--- config.mk ---
export PLATFORM = sky130hd
export DESIGN_NAME = convolution_3x3_flat
export DESIGN_NICKNAME = d
export VERILOG_FILES = /design/src/rtl/convolution_3x3_if.sv /design/src/rtl/convolution_3x3.sv /design/src/flat_wrapper.sv
export SDC_FILE = /design/constraint.sdc
export NUM_CORES = 2
export LEC_CHECK = 0
export ABC_CLOCK_PERIOD_IN_PS = 5650
export CAP_MARGIN = 20
export CELL_PAD_IN_SITES_DETAIL_PLACEMENT = 1
export CELL_PAD_IN_SITES_GLOBAL_PLACEMENT = 1
export CORE_MARGIN = 8
export CORE_UTILIZATION = 40
export DETAILED_ROUTE_END_ITERATION = 6
export GPL_TIMING_DRIVEN = 0
export PLACE_DENSITY = 0.72
export SETUP_SLACK_MARGIN = 0.02
export SYNTH_ARGS = -nofsm -noshare
export SYNTH_HDL_FRONTEND = slang
export SYNTH_SLANG_ARGS = --single-unit
--- constraint.sdc ---
create_clock -name clk_in -period 5.65 [get_ports clk_in]
set_input_delay 1.695 -clock clk_in [delete_from_list [all_inputs] [get_ports clk_in]]
set_output_delay 1.695 -clock clk_in [all_outputs]
set_load 0.01 [all_outputs]
--- src/rtl/convolution_3x3_if.sv ---
// Pixel stream bundle for the 3x3 convolution block: column input, kernel
// configuration and filtered pixel output.
interface convolution_3x3_if #(
  parameter int unsigned HRES = 1280,
  parameter int unsigned VRES = 720
);
  localparam int unsigned HWIDTH = $clog2(HRES);
  localparam int unsigned VWIDTH = $clog2(VRES);

  logic [2:0][15:0]   data_in;
  logic [HWIDTH-1:0]  hcount_in;
  logic [VWIDTH-1:0]  vcount_in;
  logic               data_valid_in;
  logic [8:0][7:0]    kernel_in;
  logic [3:0]         shift_in;
  logic [15:0]        pixel_out;
  logic [HWIDTH-1:0]  hcount_out;
  logic [VWIDTH-1:0]  vcount_out;
  logic               data_valid_out;

  // Source side: drives columns and configuration, observes results.
  modport master (
    output data_in, hcount_in, vcount_in, data_valid_in, kernel_in, shift_in,
    input  pixel_out, hcount_out, vcount_out, data_valid_out
  );

  // Filter side.
  modport slave (
    input  data_in, hcount_in, vcount_in, data_valid_in, kernel_in, shift_in,
    output pixel_out, hcount_out, vcount_out, data_valid_out
  );
endinterface

--- src/rtl/convolution_3x3.sv ---
// 3x3 RGB565 convolution: window shift, products, sum, shift+clamp.
// Four registered stages; counts and shift amount travel with the data.
module convolution_3x3 #(
  parameter int unsigned HRES = 1280,
  parameter int unsigned VRES = 720
) (
  input  logic                    clk_in,
  input  logic                    rst_n_in,
  convolution_3x3_if.slave        io_conv
);

  localparam int unsigned HWIDTH = $clog2(HRES);
  localparam int unsigned VWIDTH = $clog2(VRES);
  localparam logic [HWIDTH-1:0] HLast = HWIDTH'(HRES - 1);
  localparam logic [8:0][7:0] KIdentity = {8'd0, 8'd0, 8'd0, 8'd0, 8'd1,
                                           8'd0, 8'd0, 8'd0, 8'd0};

  // 18 bits hold the worst-case sum of nine 6-bit x signed 8-bit products.
  typedef logic signed [17:0] acc_t;

  logic               w_load;
  logic [5:0]         w_px [3][3][3];   // [channel][row][col], zero-extended
  acc_t               w_sum [3];
  acc_t               w_shifted [3];
  logic [4:0]         w_r;
  logic [5:0]         w_g;
  logic [4:0]         w_b;

  logic [15:0]        r_win [3][3];
  logic [8:0][7:0]    r_kernel;
  logic [3:0]         r_shift;
  acc_t               r_prod [3][9];
  acc_t               r_sum [3];
  logic [3:0]         r_sh1, r_sh2;
  logic               r_v0, r_v1, r_v2, r_vout;
  logic [HWIDTH-1:0]  r_h0, r_h1, r_h2, r_hout;
  logic [VWIDTH-1:0]  r_vc0, r_vc1, r_vc2, r_vcout;
  logic [15:0]        r_pixel;

  function automatic logic [4:0] sat5(input acc_t v);
    if (v < acc_t'(0))       return 5'd0;
    else if (v > acc_t'(31)) return 5'd31;
    else                     return 5'(v);
  endfunction

  function automatic logic [5:0] sat6(input acc_t v);
    if (v < acc_t'(0))       return 6'd0;
    else if (v > acc_t'(63)) return 6'd63;
    else                     return 6'(v);
  endfunction

  // Kernel/shift reload only on the first pixel of a frame.
  assign w_load = io_conv.data_valid_in && (io_conv.hcount_in == '0) &&
                  (io_conv.vcount_in == '0);

  // Active kernel and shift registers.
  always_ff @(posedge clk_in or negedge rst_n_in) begin
    if (!rst_n_in) begin
      r_kernel <= KIdentity;
      r_shift  <= '0;
    end else if (w_load) begin
      r_kernel <= io_conv.kernel_in;
      r_shift  <= io_conv.shift_in;
    end
  end

  // Stage 0: shift the window left and capture the centre-column counts.
  always_ff @(posedge clk_in or negedge rst_n_in) begin
    if (!rst_n_in) begin
      for (int r = 0; r < 3; r++) begin
        for (int c = 0; c < 3; c++) r_win[r][c] <= '0;
      end
      r_h0  <= '0;
      r_vc0 <= '0;
    end else if (io_conv.data_valid_in) begin
      for (int r = 0; r < 3; r++) begin
        r_win[r][0] <= r_win[r][1];
        r_win[r][1] <= r_win[r][2];
        r_win[r][2] <= io_conv.data_in[r];
      end
      r_h0  <= (io_conv.hcount_in == '0) ? HLast : io_conv.hcount_in - HWIDTH'(1);
      r_vc0 <= io_conv.vcount_in;
    end
  end

  // Split window pixels into zero-extended channels.
  always_comb begin
    for (int r = 0; r < 3; r++) begin
      for (int c = 0; c < 3; c++) begin
        w_px[0][r][c] = {1'b0, r_win[r][c][15:11]};
        w_px[1][r][c] = r_win[r][c][10:5];
        w_px[2][r][c] = {1'b0, r_win[r][c][4:0]};
      end
    end
  end

  // Stage 1: per-channel products; the kernel loaded with an input is already in r_kernel.
  always_ff @(posedge clk_in or negedge rst_n_in) begin
    if (!rst_n_in) begin
      for (int ch = 0; ch < 3; ch++) begin
        for (int i = 0; i < 9; i++) r_prod[ch][i] <= '0;
      end
      r_sh1 <= '0;
      r_h1  <= '0;
      r_vc1 <= '0;
    end else begin
      for (int ch = 0; ch < 3; ch++) begin
        for (int r = 0; r < 3; r++) begin
          for (int c = 0; c < 3; c++) begin
            r_prod[ch][3*r+c] <= acc_t'({12'b0, w_px[ch][r][c]}) *
                                 acc_t'($signed(r_kernel[3*r+c]));
          end
        end
      end
      r_sh1 <= r_shift;
      r_h1  <= r_h0;
      r_vc1 <= r_vc0;
    end
  end

  // Adder tree for each channel.
  always_comb begin
    for (int ch = 0; ch < 3; ch++) begin
      w_sum[ch] = '0;
      for (int i = 0; i < 9; i++) w_sum[ch] = w_sum[ch] + r_prod[ch][i];
    end
  end

  // Stage 2: register the sums.
  always_ff @(posedge clk_in or negedge rst_n_in) begin
    if (!rst_n_in) begin
      for (int ch = 0; ch < 3; ch++) r_sum[ch] <= '0;
      r_sh2 <= '0;
      r_h2  <= '0;
      r_vc2 <= '0;
    end else begin
      for (int ch = 0; ch < 3; ch++) r_sum[ch] <= w_sum[ch];
      r_sh2 <= r_sh1;
      r_h2  <= r_h1;
      r_vc2 <= r_vc1;
    end
  end

  // Normalise and saturate each channel to its field width.
  always_comb begin
    for (int ch = 0; ch < 3; ch++) w_shifted[ch] = r_sum[ch] >>> r_sh2;
    w_r = sat5(w_shifted[0]);
    w_g = sat6(w_shifted[1]);
    w_b = sat5(w_shifted[2]);
  end

  // Stage 3: output register, updated only for valid results.
  always_ff @(posedge clk_in or negedge rst_n_in) begin
    if (!rst_n_in) begin
      r_pixel <= '0;
      r_hout  <= '0;
      r_vcout <= '0;
    end else if (r_v2) begin
      r_pixel <= {w_r, w_g, w_b};
      r_hout  <= r_h2;
      r_vcout <= r_vc2;
    end
  end

  // Valid bits ride alongside the data so input gaps reappear at the output.
  always_ff @(posedge clk_in or negedge rst_n_in) begin
    if (!rst_n_in) begin
      r_v0   <= 1'b0;
      r_v1   <= 1'b0;
      r_v2   <= 1'b0;
      r_vout <= 1'b0;
    end else begin
      r_v0   <= io_conv.data_valid_in;
      r_v1   <= r_v0;
      r_v2   <= r_v1;
      r_vout <= r_v2;
    end
  end

  assign io_conv.pixel_out      = r_pixel;
  assign io_conv.hcount_out     = r_hout;
  assign io_conv.vcount_out     = r_vcout;
  assign io_conv.data_valid_out = r_vout;

endmodule

--- src/flat_wrapper.sv ---
// flat-port wrapper written by rule: the top's interface ports become plain ports
module convolution_3x3_flat 
#(
  parameter int unsigned HRES = 1280,
  parameter int unsigned VRES = 720
)
  (clk_in, rst_n_in, io_conv_data_in, io_conv_hcount_in, io_conv_vcount_in, io_conv_data_valid_in, io_conv_kernel_in, io_conv_shift_in, io_conv_pixel_out, io_conv_hcount_out, io_conv_vcount_out, io_conv_data_valid_out);
  convolution_3x3_if #(.HRES(HRES), .VRES(VRES)) io_conv_i ();
  input  logic clk_in;
  input  logic rst_n_in;
  input wire logic [$bits(io_conv_i.data_in)-1:0] io_conv_data_in;
  input wire logic [$bits(io_conv_i.hcount_in)-1:0] io_conv_hcount_in;
  input wire logic [$bits(io_conv_i.vcount_in)-1:0] io_conv_vcount_in;
  input wire logic [$bits(io_conv_i.data_valid_in)-1:0] io_conv_data_valid_in;
  input wire logic [$bits(io_conv_i.kernel_in)-1:0] io_conv_kernel_in;
  input wire logic [$bits(io_conv_i.shift_in)-1:0] io_conv_shift_in;
  output wire logic [$bits(io_conv_i.pixel_out)-1:0] io_conv_pixel_out;
  output wire logic [$bits(io_conv_i.hcount_out)-1:0] io_conv_hcount_out;
  output wire logic [$bits(io_conv_i.vcount_out)-1:0] io_conv_vcount_out;
  output wire logic [$bits(io_conv_i.data_valid_out)-1:0] io_conv_data_valid_out;
  assign io_conv_i.data_in = io_conv_data_in;
  assign io_conv_i.hcount_in = io_conv_hcount_in;
  assign io_conv_i.vcount_in = io_conv_vcount_in;
  assign io_conv_i.data_valid_in = io_conv_data_valid_in;
  assign io_conv_i.kernel_in = io_conv_kernel_in;
  assign io_conv_i.shift_in = io_conv_shift_in;
  assign io_conv_pixel_out = io_conv_i.pixel_out;
  assign io_conv_hcount_out = io_conv_i.hcount_out;
  assign io_conv_vcount_out = io_conv_i.vcount_out;
  assign io_conv_data_valid_out = io_conv_i.data_valid_out;
  convolution_3x3 #(.HRES(HRES), .VRES(VRES)) u_core (.clk_in(clk_in), .rst_n_in(rst_n_in), .io_conv(io_conv_i));
endmodule
==> metrics <==
DRC viols 0; Die Area around 210000 um2; hold path depth 0; initial antenna violation count 26; Top delay family on crit path adder cells; crit start category register; CP cell instances clkbuf_1 > nand2_1 > fa_1 > fa_1 > fa_1 > fa_1 > inv_1 > ha_1 > and3_1 > a311o_1 > a21o_1 > a21o_1 > xor2_1; PwrDens 155 nW/um2; synthesized flop and latch total roughly 770; num ports ~190; R2R Setup Slk between 0.2 and 0.25 ns; CTS tree yes; number of routed nets with antenna violations 0; clk sinks a little under 800; Leak Pwr approximately 47 nW; DPL Wire Length around 190000 um; CP Buf/Inv Count 2; Mapped Nets approximately 9700; Max VDD drop around 0.00023 V; critical path fanouts, max 10; number of DRC markers in iteration 0 around 2700; drt pass-1 iters 5; Core ar. between 150000 and 200000 um2; hold wc startpoint u_core.r_h1[6]; Top cell by count, worst path fa_1; max-cap viol count 0; initial cell density of the core between 40% and 50%; Via density roughly 5; Hold Path Class register to register; crit share post-route 96.3%; routed len/inst ~22 um; Syn Std Cell Area 79100 um2; global-route wire length before repair approximately 370000 um; fraction of registers with async set/reset 100%; WP data required 6.29 ns; FF-to-FF path depth 13; post-synthesis cell type count 74; number of buffers created by CTS between 90 and 100; Resized Gates After CTS 0; via count 54300; Worst Tran Pin Value around 0.95 ns; Hold Path Sink u_core.r_h2[6]; max frequency approximately 0.18 GHz; CP max stage cell dfrtp_1; pre-CTS setup slack ~0.14 ns; Skew-Pair Late Insertion Delay 0.77 ns; area grow syn2layout 11.1%; Cells after Synth about 7700; share of cells above drive strength 1 6.63%; Yosys top cell by area fa_1; Worst-path clk slew roughly 0.07 ns; final hold vios 0; synth warn 0; maximum clock insertion buffer count 3; H-tree levels 3; largest net degree at the start of global routing about 120; RSZ-0062 raised after global routing no; final worst slack between 0.2 and 0.25 ns; GRT Util Overall roughly 22%; Seq/Total Area, Yosys about a quarter; nets@finish roughly 10000; outcome complete, no violations; Arr. time, crit path 6.09 ns; Die W around 460 um; Worst slew margin 34.8%; RR Startpoint u_core.r_kernel[39]; Synth top area share 27.2%; WL final 235000 um; Setup CP Type register to register; GP Congestion 0.956; Post-CTS Hold Buffers 0; Avg Cell Area, Syn approximately 10 um2; total power approximately 14 mW; PortBufs approximately 190; Die Y 461 um; worst hold slack around 0.34 ns; vias in the first global route around 61000; Synth Flop Type dfrtp_1; CP max stage delay 0.70 ns; row cnt roughly 160; Post-synth EDFFs 0; Slew Viols, Final 0; setup TNS 0 ns; setup violators final 0; root buffer cell clkbuf_16; reg2reg end u_core.r_prod[247]; Post-CTS Setup Bufs 0; gr ovfl total 0; Worst setup EP type register; fillcell total 21800; min Tclk post-route roughly 5.4 ns; Layout Skew around 0.041 ns; Area contributors post-synth fa_1 27%, dfrtp_1 24%, ha_1 12%
-- placed cells by master, fill, tap and decap left out, types with 15 or more instances in the layout --
cell type / netlist / final
and3_1: 16 / 16
nand3_1: 40 / 40
nand2_1: 485 / 485
nand3b_1: 16 / 16
nand2b_1: 39 / 39
o21bai_1: 22 / 22
o21a_1: 25 / 25
o31ai_1: 24 / 24
nor2_1: 182 / 182
or3_1: 24 / 24
o41ai_1: 23 / 23
xor2_1: 80 / 80
o211ai_1: 21 / 21
a2111oi_0: 15 / 15
o21ai_0: 111 / 111
clkbuf_16: 0 / 98
fa_1: 1074 / 1074
or2_2: 21 / 21
a211oi_1: 16 / 16
a21oi_1: 226 / 226
ha_1: 775 / 775
clkdlybuf4s50_1: 0 / 184
mux2_4: 40 / 40
mux4_2: 27 / 27
mux2_2: 222 / 222
clkinv_2: 0 / 20
nor3_1: 89 / 89
nor2b_1: 45 / 45
dfrtp_1: 772 / 772
a21o_1: 55 / 55
xnor2_1: 293 / 293
clkbuf_1: 149 / 156
and2_1: 837 / 837
a31oi_1: 25 / 25
inv_1: 1681 / 1681
mux2i_1: 39 / 39
-- worst max path at each step --
| stage | from | end | slack [ns] | depth (start not counted) |
|---|---|---|---|---|
| floorplan | u_core.r_kernel[39] | u_core.r_prod[247] | 1.26 | 15 |
| global placement | rst_n_in | u_core.r_kernel[35] | -32.40 | 1 |
| detailed placement | io_conv_data_valid_in | u_core.r_kernel[69] | 0.14 | 6 |
| CTS | u_core.r_kernel[55] | u_core.r_prod[214] | 0.1 | 16 |
| global route | u_core.r_kernel[39] | u_core.r_prod[247] | 0.03 | 15 |
| finish | u_core.r_kernel[39] | u_core.r_prod[247] | 0.21 | 13 |
-- registers in the layout, indices dropped and copies added (netlist names), 10 cells and up --
| signal | flops |
|---|---|
| u_core.r_sum | 54 |
| u_core.r_h0 | 11 |
| u_core.r_vc2 | 10 |
| u_core.r_h2 | 11 |
| u_core.r_kernel | 72 |
| u_core.io_conv.hcount_out | 11 |
| u_core.io_conv.vcount_out | 10 |
| u_core.r_h1 | 11 |
| u_core.r_win | 144 |
| u_core.r_vc0 | 10 |
| u_core.io_conv.pixel_out | 16 |
| u_core.r_vc1 | 10 |
| u_core.r_prod | 387 |
-- area by class of cell --
cell class	count	area (um2)	share of cell area (%)
Clock inverter	59	698	0.794
Multi-Input combinational cell	5048	52600	59.9
Inverter	1682	6310	7.18
Buffer	178	828	0.943
Tap cell	2640	3300	3.76
Sequential cell	773	19300	22.0
Antenna cell	8	20.0	0.0228
Clock buffer	120	2660	3.02
Timing Repair Buffer	196	2120	2.41
-- power by group --
part | switching (mW) | internal (mW) | total, mW
clock | 2.79 | 3.87 | 6.66
combinational | 0.449 | 0.351 | 0.800
sequential | 0.399 | 5.76 | 6.16
-- cell usage after synthesis (39+ instances only) --
library cell and number:
xor2_1 80, ha_1 775, nor2_1 182, and2_1 837, o21ai_0 111, nand2b_1 39, nor3_1 89, a21oi_1 226
mux2_2 222, clkbuf_1 149, dfrtp_1 772, a21o_1 55, nand3_1 40, nand2_1 485, mux2i_1 39, inv_1 1681
mux2_4 40, xnor2_1 293, nor2b_1 45, fa_1 1074
-- cells by family after synthesis --
family	count (synthesis)	share of synthesized area, %
compound gates	656	5.37
xor+xnor	373	4.13
fa+ha+maj	1849	39.5
buf+inv	1860	9.03
flops	773	24.5
mux	328	5.18
simple gates	1842	12.4
-- metal layers --
layer  GRT usage, %  wire, um  vias up
li1               -         -    24400
met1           29.9    103000    28500
met2           37.2    112000     1054
met3           3.18     10400      316
met4           8.56      9900        4
met5              0        25        -
-- through the flow --
| stage | cell area (um2) | utilization, % | std cells |
|---|---|---|---|
| global route | 87900 | 44.6 | 10700 |
| floorplan | 79100 | - | 7681 |
| finish | 87900 | 44.7 | 10700 |
| detailed placement | 84500 | 42.9 | 10500 |
| global placement | 84200 | 42.8 | 10500 |
| CTS | 87900 | 44.6 | 10700 |
Power figures use the tool's default switching activity.
